--- src/rtl/bram_bist_pkg.sv ---
// bram_bist_pkg: shared types and helpers for the BRAM March BIST.
//   state_e   - sequencer states
//   zero_pat  - all-zeros data background (truncate to the data width)
//   one_pat   - all-ones data background (truncate to the data width)
//   phase_len - number of addresses visited by one March phase
package bram_bist_pkg;

  typedef enum logic [2:0] {
    ST_IDLE  = 3'd0,
    ST_W0    = 3'd1,
    ST_R0W1  = 3'd2,
    ST_R1W0  = 3'd3,
    ST_RD0   = 3'd4,
    ST_DRAIN = 3'd5,
    ST_DONE  = 3'd6
  } state_e;

  // Widest data bus the pattern helpers support; callers cast down.
  localparam int unsigned PAT_MAX_W = 64;

  function automatic logic [PAT_MAX_W-1:0] zero_pat();
    return '0;
  endfunction

  function automatic logic [PAT_MAX_W-1:0] one_pat();
    return '1;
  endfunction

  function automatic int unsigned phase_len(input int unsigned aw);
    return 32'd1 << aw;
  endfunction

endpackage

--- src/rtl/bram_bist_chk.sv ---
// bram_bist_chk: read-compare pipeline and first-failure capture.
//   clk, reset_n      - clock, asynchronous active-low reset
//   clear_i           - drop any captured failure (new test accepted)
//   rd_en_i           - a read is being issued this cycle
//   exp_i, addr_i     - expected data and address of that read
//   mem_dout_i        - memory read data (valid one cycle after the read)
//   mismatch_o        - first mismatch seen this cycle
//   fail_o, fail_*_o  - sticky first-failure record
module bram_bist_chk #(
  parameter int DWIDTH = 8,
  parameter int AWIDTH = 8
) (
  input  logic              clk,
  input  logic              reset_n,
  input  logic              clear_i,
  input  logic              rd_en_i,
  input  logic [DWIDTH-1:0] exp_i,
  input  logic [AWIDTH-1:0] addr_i,
  input  logic [DWIDTH-1:0] mem_dout_i,
  output logic              mismatch_o,
  output logic              fail_o,
  output logic [AWIDTH-1:0] fail_addr_o,
  output logic [DWIDTH-1:0] fail_exp_o,
  output logic [DWIDTH-1:0] fail_act_o
);

  logic              cmp_valid_q;
  logic [DWIDTH-1:0] cmp_exp_q;
  logic [AWIDTH-1:0] cmp_addr_q;
  logic              fail_q;
  logic [AWIDTH-1:0] fail_addr_q;
  logic [DWIDTH-1:0] fail_exp_q;
  logic [DWIDTH-1:0] fail_act_q;

  // Only the first mismatch counts; later ones are masked by fail_q.
  assign mismatch_o = cmp_valid_q && (mem_dout_i != cmp_exp_q) && !fail_q;

  always_ff @(posedge clk or negedge reset_n) begin
    if (!reset_n) begin
      cmp_valid_q <= 1'b0;
      cmp_exp_q   <= '0;
      cmp_addr_q  <= '0;
      fail_q      <= 1'b0;
      fail_addr_q <= '0;
      fail_exp_q  <= '0;
      fail_act_q  <= '0;
    end else begin
      // Free-running one-stage pipeline: no bubbles at phase changes.
      cmp_valid_q <= rd_en_i;
      cmp_exp_q   <= exp_i;
      cmp_addr_q  <= addr_i;
      if (clear_i) begin
        fail_q      <= 1'b0;
        fail_addr_q <= '0;
        fail_exp_q  <= '0;
        fail_act_q  <= '0;
      end else if (mismatch_o) begin
        fail_q      <= 1'b1;
        fail_addr_q <= cmp_addr_q;
        fail_exp_q  <= cmp_exp_q;
        fail_act_q  <= mem_dout_i;
      end
    end
  end

  assign fail_o      = fail_q;
  assign fail_addr_o = fail_addr_q;
  assign fail_exp_o  = fail_exp_q;
  assign fail_act_o  = fail_act_q;

endmodule

--- src/rtl/bram_bist.sv ---
// bram_bist: March (W0, R0W1, R1W0, RD0) self-test sequencer for a BRAM
// with registered, read-before-write output.
//   clk, reset_n       - clock, asynchronous active-low reset
//   start              - test request (rising edge, accepted in IDLE/DONE)
//   busy, done         - test running / finished (done held until restart)
//   fail, fail_*       - first mismatch address, expected and actual data
//   mem_we, mem_wr_addr, mem_din, mem_rd_addr - memory drive
//   mem_dout           - memory read data, one cycle latency
module bram_bist
  import bram_bist_pkg::*;
#(
  parameter int DWIDTH = 8,
  parameter int AWIDTH = 8
) (
  input  logic              clk,
  input  logic              reset_n,
  input  logic              start,
  output logic              busy,
  output logic              done,
  output logic              fail,
  output logic [AWIDTH-1:0] fail_addr,
  output logic [DWIDTH-1:0] fail_exp,
  output logic [DWIDTH-1:0] fail_act,
  output logic              mem_we,
  output logic [AWIDTH-1:0] mem_wr_addr,
  output logic [DWIDTH-1:0] mem_din,
  output logic [AWIDTH-1:0] mem_rd_addr,
  input  logic [DWIDTH-1:0] mem_dout
);

  localparam logic [AWIDTH-1:0] ADDR_LAST = AWIDTH'(phase_len(AWIDTH) - 1);
  localparam logic [DWIDTH-1:0] ZERO      = DWIDTH'(zero_pat());
  localparam logic [DWIDTH-1:0] ONE       = DWIDTH'(one_pat());

  state_e            state_q, state_d;
  logic [AWIDTH-1:0] addr_q, addr_d;
  logic              start_prev_q;
  logic              start_req;
  logic              mismatch;
  logic              rd_en;
  logic              clear;
  logic [DWIDTH-1:0] exp_pat;

  // Edge-qualified start: a request held high across a whole run does not
  // retrigger once DONE is reached.
  assign start_req = start && !start_prev_q;

  always_ff @(posedge clk or negedge reset_n) begin
    if (!reset_n) begin
      state_q      <= ST_IDLE;
      addr_q       <= '0;
      start_prev_q <= 1'b0;
    end else begin
      state_q      <= state_d;
      addr_q       <= addr_d;
      start_prev_q <= start;
    end
  end

  always_comb begin
    state_d = state_q;
    addr_d  = addr_q;
    case (state_q)
      ST_IDLE, ST_DONE: begin
        if (start_req) begin
          state_d = ST_W0;
          addr_d  = '0;
        end
      end
      ST_W0: begin
        addr_d = addr_q + 1'b1;
        if (addr_q == ADDR_LAST) state_d = ST_R0W1;
      end
      ST_R0W1: begin
        // Hold the top address: R1W0 starts where R0W1 ends.
        if (addr_q == ADDR_LAST) state_d = ST_R1W0;
        else                     addr_d  = addr_q + 1'b1;
      end
      ST_R1W0: begin
        if (addr_q == '0) state_d = ST_RD0;
        else              addr_d  = addr_q - 1'b1;
      end
      ST_RD0: begin
        addr_d = addr_q + 1'b1;
        if (addr_q == ADDR_LAST) state_d = ST_DRAIN;
      end
      ST_DRAIN: state_d = ST_DONE;
      default:  state_d = ST_IDLE;
    endcase
    if (mismatch && state_q != ST_IDLE && state_q != ST_DONE) begin
      state_d = ST_DONE;
    end
  end

  always_comb begin
    busy        = 1'b0;
    done        = 1'b0;
    mem_we      = 1'b0;
    rd_en       = 1'b0;
    mem_din     = ZERO;
    exp_pat     = ZERO;
    case (state_q)
      ST_W0: begin
        busy   = 1'b1;
        mem_we = 1'b1;
      end
      ST_R0W1: begin
        busy    = 1'b1;
        mem_we  = 1'b1;
        rd_en   = 1'b1;
        mem_din = ONE;
      end
      ST_R1W0: begin
        busy    = 1'b1;
        mem_we  = 1'b1;
        rd_en   = 1'b1;
        exp_pat = ONE;
      end
      ST_RD0: begin
        busy  = 1'b1;
        rd_en = 1'b1;
      end
      ST_DRAIN: busy = 1'b1;
      ST_DONE:  done = 1'b1;
      default:  ;
    endcase
    mem_wr_addr = mem_we ? addr_q : '0;
    mem_rd_addr = rd_en  ? addr_q : '0;
    clear       = start_req && (state_q == ST_IDLE || state_q == ST_DONE);
  end

  bram_bist_chk #(
    .DWIDTH (DWIDTH),
    .AWIDTH (AWIDTH)
  ) u_chk (
    .clk         (clk),
    .reset_n     (reset_n),
    .clear_i     (clear),
    .rd_en_i     (rd_en),
    .exp_i       (exp_pat),
    .addr_i      (addr_q),
    .mem_dout_i  (mem_dout),
    .mismatch_o  (mismatch),
    .fail_o      (fail),
    .fail_addr_o (fail_addr),
    .fail_exp_o  (fail_exp),
    .fail_act_o  (fail_act)
  );

endmodule

--- config.mk ---
export PLATFORM = sky130hd
export DESIGN_NAME = bram_bist
export DESIGN_NICKNAME = d
export VERILOG_FILES = /design/src/rtl/bram_bist_pkg.sv /design/src/rtl/bram_bist_chk.sv /design/src/rtl/bram_bist.sv
export SDC_FILE = /design/constraint.sdc
export NUM_CORES = 1
export LEC_CHECK = 0
export BUFFER_PORTS_ARGS = -buffer_cell sky130_fd_sc_hd__buf_2
export CAP_MARGIN = 10
export CORE_MARGIN = 1.5
export CORE_UTILIZATION = 35
export CTS_CLUSTER_SIZE = 16
export DETAILED_ROUTE_END_ITERATION = 7
export GPL_TIMING_DRIVEN = 0
export MAX_ROUTING_LAYER = met4
export SLEW_MARGIN = 20
export SYNTH_ARGS = -nofsm -noshare
export SYNTH_HDL_FRONTEND = slang
export SYNTH_SLANG_ARGS = --single-unit
export TNS_END_PERCENT = 50
--- constraint.sdc ---
create_clock -name clk -period 3.8 [get_ports clk]
set_clock_uncertainty 0.15 [all_clocks]
set_input_delay 0.95 -clock clk [delete_from_list [all_inputs] [get_ports clk]]
set_output_delay 0.95 -clock clk [all_outputs]
set_load 0.01 [all_outputs]
==> results of run 1 <==
-- sequential cells by signal, summed over array words and instances, names as in the netlist --
| register | cells |
|---|---|
| addr_q | 8 |
| u_chk.cmp_addr_q | 8 |
| u_chk.fail_act_o | 8 |
| u_chk.fail_addr_o | 8 |
| state_q | 3 |
| start_prev_q | 1 |
| u_chk.cmp_exp_q | 1 |
| u_chk.cmp_valid_q | 1 |
| u_chk.fail_exp_o | 1 |
| u_chk.fail_o | 1 |
-- layout by cell type (no fill, tap or decap), types with 2 or more instances in the layout --
master    instances
a21boi_0          2
a21o_1            4
a21oi_1           2
a221o_1           2
a22o_1            3
a22oi_1           2
a31oi_1           2
buf_2            64
buf_4            14
buf_6             2
clkbuf_1         10
clkbuf_8          5
dfrtp_1          40
ha_1              5
inv_1             8
mux2i_1          20
nand2_1          11
nand2b_1          2
nand3_1           3
nand4_1           3
nor2_1           33
nor2b_1          16
nor3_1            3
nor4_1            2
o211ai_1          5
o21ai_0           6
o21bai_1          2
o31ai_1           6
o32ai_1           3
or3_1             2
or4_1             4
xnor2_1           2
xor2_1            2
-- what timing repair did --
| item | in CTS | in global routing |
|---|---|---|
| endpoints found under the hold margin | 0 | 0 |
| gates resized for setup | 0 | 1 |
| endpoints found under the setup margin | 0 | 1 |
-- per-layer routing --
layer  vias up  GRT usage (%)  routed length (um)
met5         -              -                   0
met4         0           5.37                  74
met3         5           3.05                 292
met2        59           22.5                2320
met1       925           21.9                2600
li1        991              -                   -
-- final cells by class --
| type | instances | share of cell area (%) |
|---|---|---|
| plain buffers | 27 | 5.98 |
| clock buffers | 6 | 2.53 |
| clock inverters | 2 | 1.22 |
| inverters | 8 | 1.05 |
| multi-input cells | 167 | 40.1 |
| flip-flops and latches | 40 | 34.9 |
| well taps | 77 | 3.36 |
| repair buffers | 62 | 10.8 |
-- power by group --
part	internal, mW	switching, mW	total (mW)	leakage [nW]
Combinational	0.781	1.00	1.78	0.979
Sequential	0.596	0.126	0.722	0.523
Clock	0.195	0.136	0.331	0.0552
-- cells by family after synthesis --
kind of cell	after synthesis	share of synthesized area [%]
AND/OR/NAND/NOR	85	18.3
AO/OA/AOI/OAI	51	16.5
flip-flops	40	42.7
buffers and inverters	35	8.60
multiplexers	21	9.03
XOR/XNOR	5	2.19
adder cells (fa/ha/maj)	5	2.67
-- worst register-to-register path: cells and delay by family, from the launching register on --
family | cells | cell delay [ns]
buffers and inverters | 1 | 0.16
adder cells (fa/ha/maj) | 1 | 0.37
flip-flops | 1 | 0.48
AND/OR/NAND/NOR | 1 | 0.61
AO/OA/AOI/OAI | 6 | 1.23
-- path summary, 6_finish.rpt --
kind,cells after the start,to,from
worst min register to register,0,u_chk.cmp_addr_q[0]$_DFF_PN0_,addr_q[0]$_DFFE_PN0P_
worst max-delay path,5,busy,state_q[1]$_DFFE_PN0P_
worst min-delay path,0,u_chk.cmp_addr_q[0]$_DFF_PN0_,addr_q[0]$_DFFE_PN0P_
min in group asynchronous,1,addr_q[0]$_DFFE_PN0P_,reset_n
max in group asynchronous,1,u_chk.fail_act_o[1]$_DFFE_PN0P_,reset_n
worst max register to register,9,addr_q[7]$_DFFE_PN0P_,state_q[1]$_DFFE_PN0P_
==> metrics.md, run 1 <==
| Metric | Value |
|---|---|
| Result of the run | finished, violations left |
| Failing checks | DRC |
| Register area share after synthesis | 42.7% |
| Crit path max-delay family | buffers and inverters |
| Worst setup margin | 0.391 ns |
| Hold-fix buffers, CTS | 0 |
| IO Pins | 63 |
| EDFF count, synth | 0 |
| Post-CTS Setup Bufs | 0 |
| CTS buffer count | 5 |
| Vias in the first global route | 1780 |
| Top FF cell, synth | dfrtp_1 |
| Synth Area per Inst | 9.68 sq um |
| R2r setup slk | 0.69 ns |
| Largest net degree at the start of global routing | 41 |
| Worst EP arrival | 2.31 ns |
| Most common cell in the synthesized netlist | dfrtp_1 |
| CP Capture Type | output port |
| CTS H-tree depth | 2 |
| Finish-stage setup viols | 0 |
| Clock root buffer | clkbuf_8 |
| Post-route ant nets | 0 |
| Total GRT Usage | 15.6% |
| Drt wl/cell | 13.6 um |
| Worst slew pin tran | 0.856 ns |
| RD Place Congestion | 0.835 |
| # clock sinks | 40 |
| RSZ-0062 raised after global routing | false |
| CORE AREA | 6420 sq um |
| Initial Util | 36.5% |
| WP buf/inv | 3 |
| CP Data Required Time | 2.70 ns |
| Fraction of registers with async set or reset after synthesis | 100% |
| Area leader, netlist | dfrtp_1 |
| Register bit count reported by yosys | 40 |
| Slew margin rel. | 42.9% |
| Final Max Tran Viols | 0 |
| Worst VDD drop | 0.318 mV |
| Multi-input combinational cell area | 1150 sq um |
| Power per Cell Area | 989 nW/um^2 |
| Nets | 327 |
| Tcrit/Tclk final | 89.7% |
| Critical Path Max Stage Delay | 0.55 ns |
| Reg area | 1000 sq um |
| Area grow syn2layout | 22.3% |
| Commonest cells post-synth | dfrtp_1 (40), nor2_1 (33), mux2i_1 (20), nor2b_1 (16), buf_4 (14) |
| Initial antenna violation count | 0 |
| Drt total wl | 5280 um |
| Placed insts | 381 |
| Via count | 1980 |
| Vias per cell | 5.09 |
| LEAKAGE | 1.56 nW |
| Post-layout util | 44.6% |
| Final Hold Fails | 0 |
| 1st-iter DRT viols | 85 |
| Power Total | 2.83 mW |
| Setup TNS Final | 0 ns |
| Peak Freq | 293 MHz |
| Crit-path cells | clkbuf_1 > inv_1 > a21oi_2 > o21ai_0 > buf_2 |
| Placed Area | 2750 sq um |
| Critical path peak fanout | 10 |
| Die Ht | 84.8 um |
| Fraction of final layout cells sized beyond drive strength 1 | 30.4% |
| Finished Layout Cells | 389 |
| Fillers | 640 |
| Synthesized Nets | 258 |
| Top-area cell type share of the netlist area | 42.7% |
| Fin crit period | 3.41 ns |
| Distinct cells, synth | 50 |
| YS warnings | 0 |
| Global route overflow | 0 |
| Final Cell Area | 2870 sq um |
| Number of max-cap violations | 0 |
| Hold WS | 0.269 ns |
| Area of the die | 7190 sq um |
| Clock latency on the worst-skew pair | 0.28 ns |
| Die Width | 84.8 um |
| CP Class | flop to output port |
| Global-route wire length before repair | 8690 um |
| Clock slew seen by the registers of the worst setup and hold paths | 0.07 ns |
| Worst Hold Class | flop to flop |
| Rows | 29 |
| CTS tree | built |
| N_diodes | 0 |
| Syn Inst Count | 242 |
| DRC Markers | 7 |
| Startpoint Class | flop |
| Largest cells by area after synthesis | dfrtp_1 (43%), mux2i_1 (8.5%), nor2_1 (5.3%) |
| Detail Placement HPWL | 3950 um |
| Drt pass-1 iters | 8 |
| Mapped Area | 2340 sq um |
| Worst-case clock buffer depth | 2 |
| DP Worst Slack | 0.457 ns |
| Input/output buffers | 62 |
| Critical-path top delay cell | a21oi_2 |
(Power assumes the default switching activity.)
==> inputs of run 2 (changes only) <==
Clock period 3.8 ns to 3.4 ns, I/O delays scaled along.
==> run 2 against run 1 <==
Effect of this change:
- the flow still finishes with violations (DRC)
- combinational power increased by 13%
- critical path depth increased by 4
- sequential share of layout area decreased by 0.12 points
- sequential power increased by 12%
- setup slack got worse by 0.12 ns
- highest routed layer unchanged
==> metrics.md, run 2 (synthesis results as in run 1) <==
| Metric | Value |
|---|---|
| CTS H-tree depth | 2 |
| Area of the die | 7190 sq um |
| CTS buffer count | 5 |
| Via count | 1984 |
| Post-layout util | 44.8% |
| Die Ht | 84.8 um |
| Clock root buffer | clkbuf_8 |
| Placed insts | 381 |
| Startpoint Class | flop |
| Drt pass-1 iters | 6 |
| Worst Hold Class | flop to flop |
| Number of max-cap violations | 0 |
| Slew margin rel. | 43.4% |
| Die Width | 84.8 um |
| Placed Area | 2750 sq um |
| Final Hold Fails | 0 |
| Initial antenna violation count | 0 |
| Vias per cell | 5.10 |
| Comb pwr share | 63.1% |
| Rows | 29 |
| Initial Util | 36.5% |
| Int Power | 1.76 mW |
| Fraction of final layout cells sized beyond drive strength 1 | 30.8% |
| Finish-stage setup viols | 0 |
| Highest-count cells in the layout ignoring fill and taps | buf_2 (64), dfrtp_1 (40), nor2_1 (32) |
| Power per Cell Area | 1110 nW/um^2 |
| Detail Placement HPWL | 3950 um |
| # clock sinks | 40 |
| Vias in the first global route | 1780 |
| CTS tree | built |
| RD Place Congestion | 0.835 |
| Largest net degree at the start of global routing | 41 |
| Global route overflow | 0 |
| Clock latency on the worst-skew pair | 0.28 ns |
| Global-route wire length before repair | 8690 um |
| Worst VDD drop | 0.356 mV |
| Clock power share | 11.6% |
| CP Data Required Time | 3.42 ns |
| Most common cell after layout, fill and taps aside | buf_2 |
| Result of the run | finished, violations left |
| Drt total wl | 5330 um |
| Failing checks | DRC |
| LEAKAGE | 1.56 nW |
| Tcrit/Tclk final | 91.9% |
| 1st-iter DRT viols | 87 |
| Worst EP arrival | 3.15 ns |
| Final Cell Area | 2880 sq um |
| CP Capture Type | flop |
| Area grow syn2layout | 22.8% |
| RSZ-0062 raised after global routing | false |
| Switching power | 1.42 mW |
| Worst slew pin tran | 0.850 ns |
| Drt wl/cell | 13.7 um |
| Worst-case clock buffer depth | 2 |
| Fin crit period | 3.13 ns |
| Finished Layout Cells | 389 |
| Final Max Tran Viols | 0 |
| Peak Freq | 320 MHz |
| Setup TNS Final | 0 ns |
| Reg power frac | 25.3% |
| Post-route ant nets | 0 |
| DRC Markers | 7 |
| Fillers | 642 |
| Clock slew seen by the registers of the worst setup and hold paths | 0.07 ns |
| IO Pins | 63 |
| CORE AREA | 6420 sq um |
| Switching Fraction | 44.6% |
| N_diodes | 0 |
| Input/output buffers | 62 |
| Nets | 327 |
| Total GRT Usage | 15.6% |
| Critical path peak fanout | 8 |
| CP Class | flop to flop |
run 2: cell counts in the layout (fill, tap and decap cells not counted):
No cell type changed its count.
run 2: per-layer routing:
layer	vias to the layer above	routed length (um)	GRT usage, %
met5	-	0	-
met3	5	274	3.05
met1	927	2670	21.9
met2	60	2310	22.5
li1	992	-	-
met4	0	74	5.37
run 2: area by class of cell:
type	count	area (sq um)	area share, %
flip-flops and latches	40	1000	34.8
well taps	77	96.3	3.35
inverters	8	30.0	1.04
clock inverters	2	35.0	1.22
clock buffers	6	72.6	2.52
repair buffers	62	310	10.8
plain buffers	27	171	5.96
multi-input cells	167	1160	40.3
run 2: metrics by stage:
stage	power [mW]	setup slack, ns	hold slack (ns)
6_report	3.18	0.274	0.266
5_1_grt	3.46	0.0506	0.297
3_5_place_dp	2.79	0.157	0.255
2_1_floorplan	2.22	0.737	0.228
3_3_place_gp	2.78	0.103	0.253
4_1_cts	3.18	0.124	0.269
run 2: repair_timing:
item,4_1_cts,5_1_grt
buffers inserted,0,0
hold buffers,0,0
endpoints found under the setup margin,9,6
cloned,0,0
gates resized for setup,1,2
run 2: worst paths after layout:
kind / from / endpoint / slack (ns) / cells past startpoint
min in group asynchronous: reset_n / addr_q[0]$_DFFE_PN0P_ / 0.52 / 1
hold / removal: addr_q[0]$_DFFE_PN0P_ / u_chk.cmp_addr_q[0]$_DFF_PN0_ / 0.27 / 0
setup reg to reg: state_q[1]$_DFFE_PN0P_ / addr_q[7]$_DFFE_PN0P_ / 0.27 / 9
max in group asynchronous: reset_n / u_chk.fail_act_o[1]$_DFFE_PN0P_ / 2.04 / 1
setup / recovery: state_q[1]$_DFFE_PN0P_ / addr_q[7]$_DFFE_PN0P_ / 0.27 / 9
hold reg to reg: addr_q[0]$_DFFE_PN0P_ / u_chk.cmp_addr_q[0]$_DFF_PN0_ / 0.27 / 0
run 2: power by group through the flow:
| stage | Combinational, mW | Sequential (mW) | Clock [mW] |
|---|---|---|---|
| 2_1_floorplan | 1.40 | 0.828 | 0 |
| 4_1_cts | 1.98 | 0.808 | 0.385 |
| 6_report | 2.01 | 0.806 | 0.370 |
| 3_3_place_gp | 1.96 | 0.813 | 0 |
| 3_5_place_dp | 1.97 | 0.817 | 0 |
| 5_1_grt | 2.21 | 0.836 | 0.411 |
run 2: worst max-delay path: stages (launching register included):
cell	delay, ns
dfrtp_1	0.48
nor3b_1	0.63
a21o_1	0.24
inv_1	0.16
ha_1	0.37
o31ai_1	0.11
a21boi_0	0.14
o32ai_1	0.44
o21bai_1	0.10
a22o_1	0.19
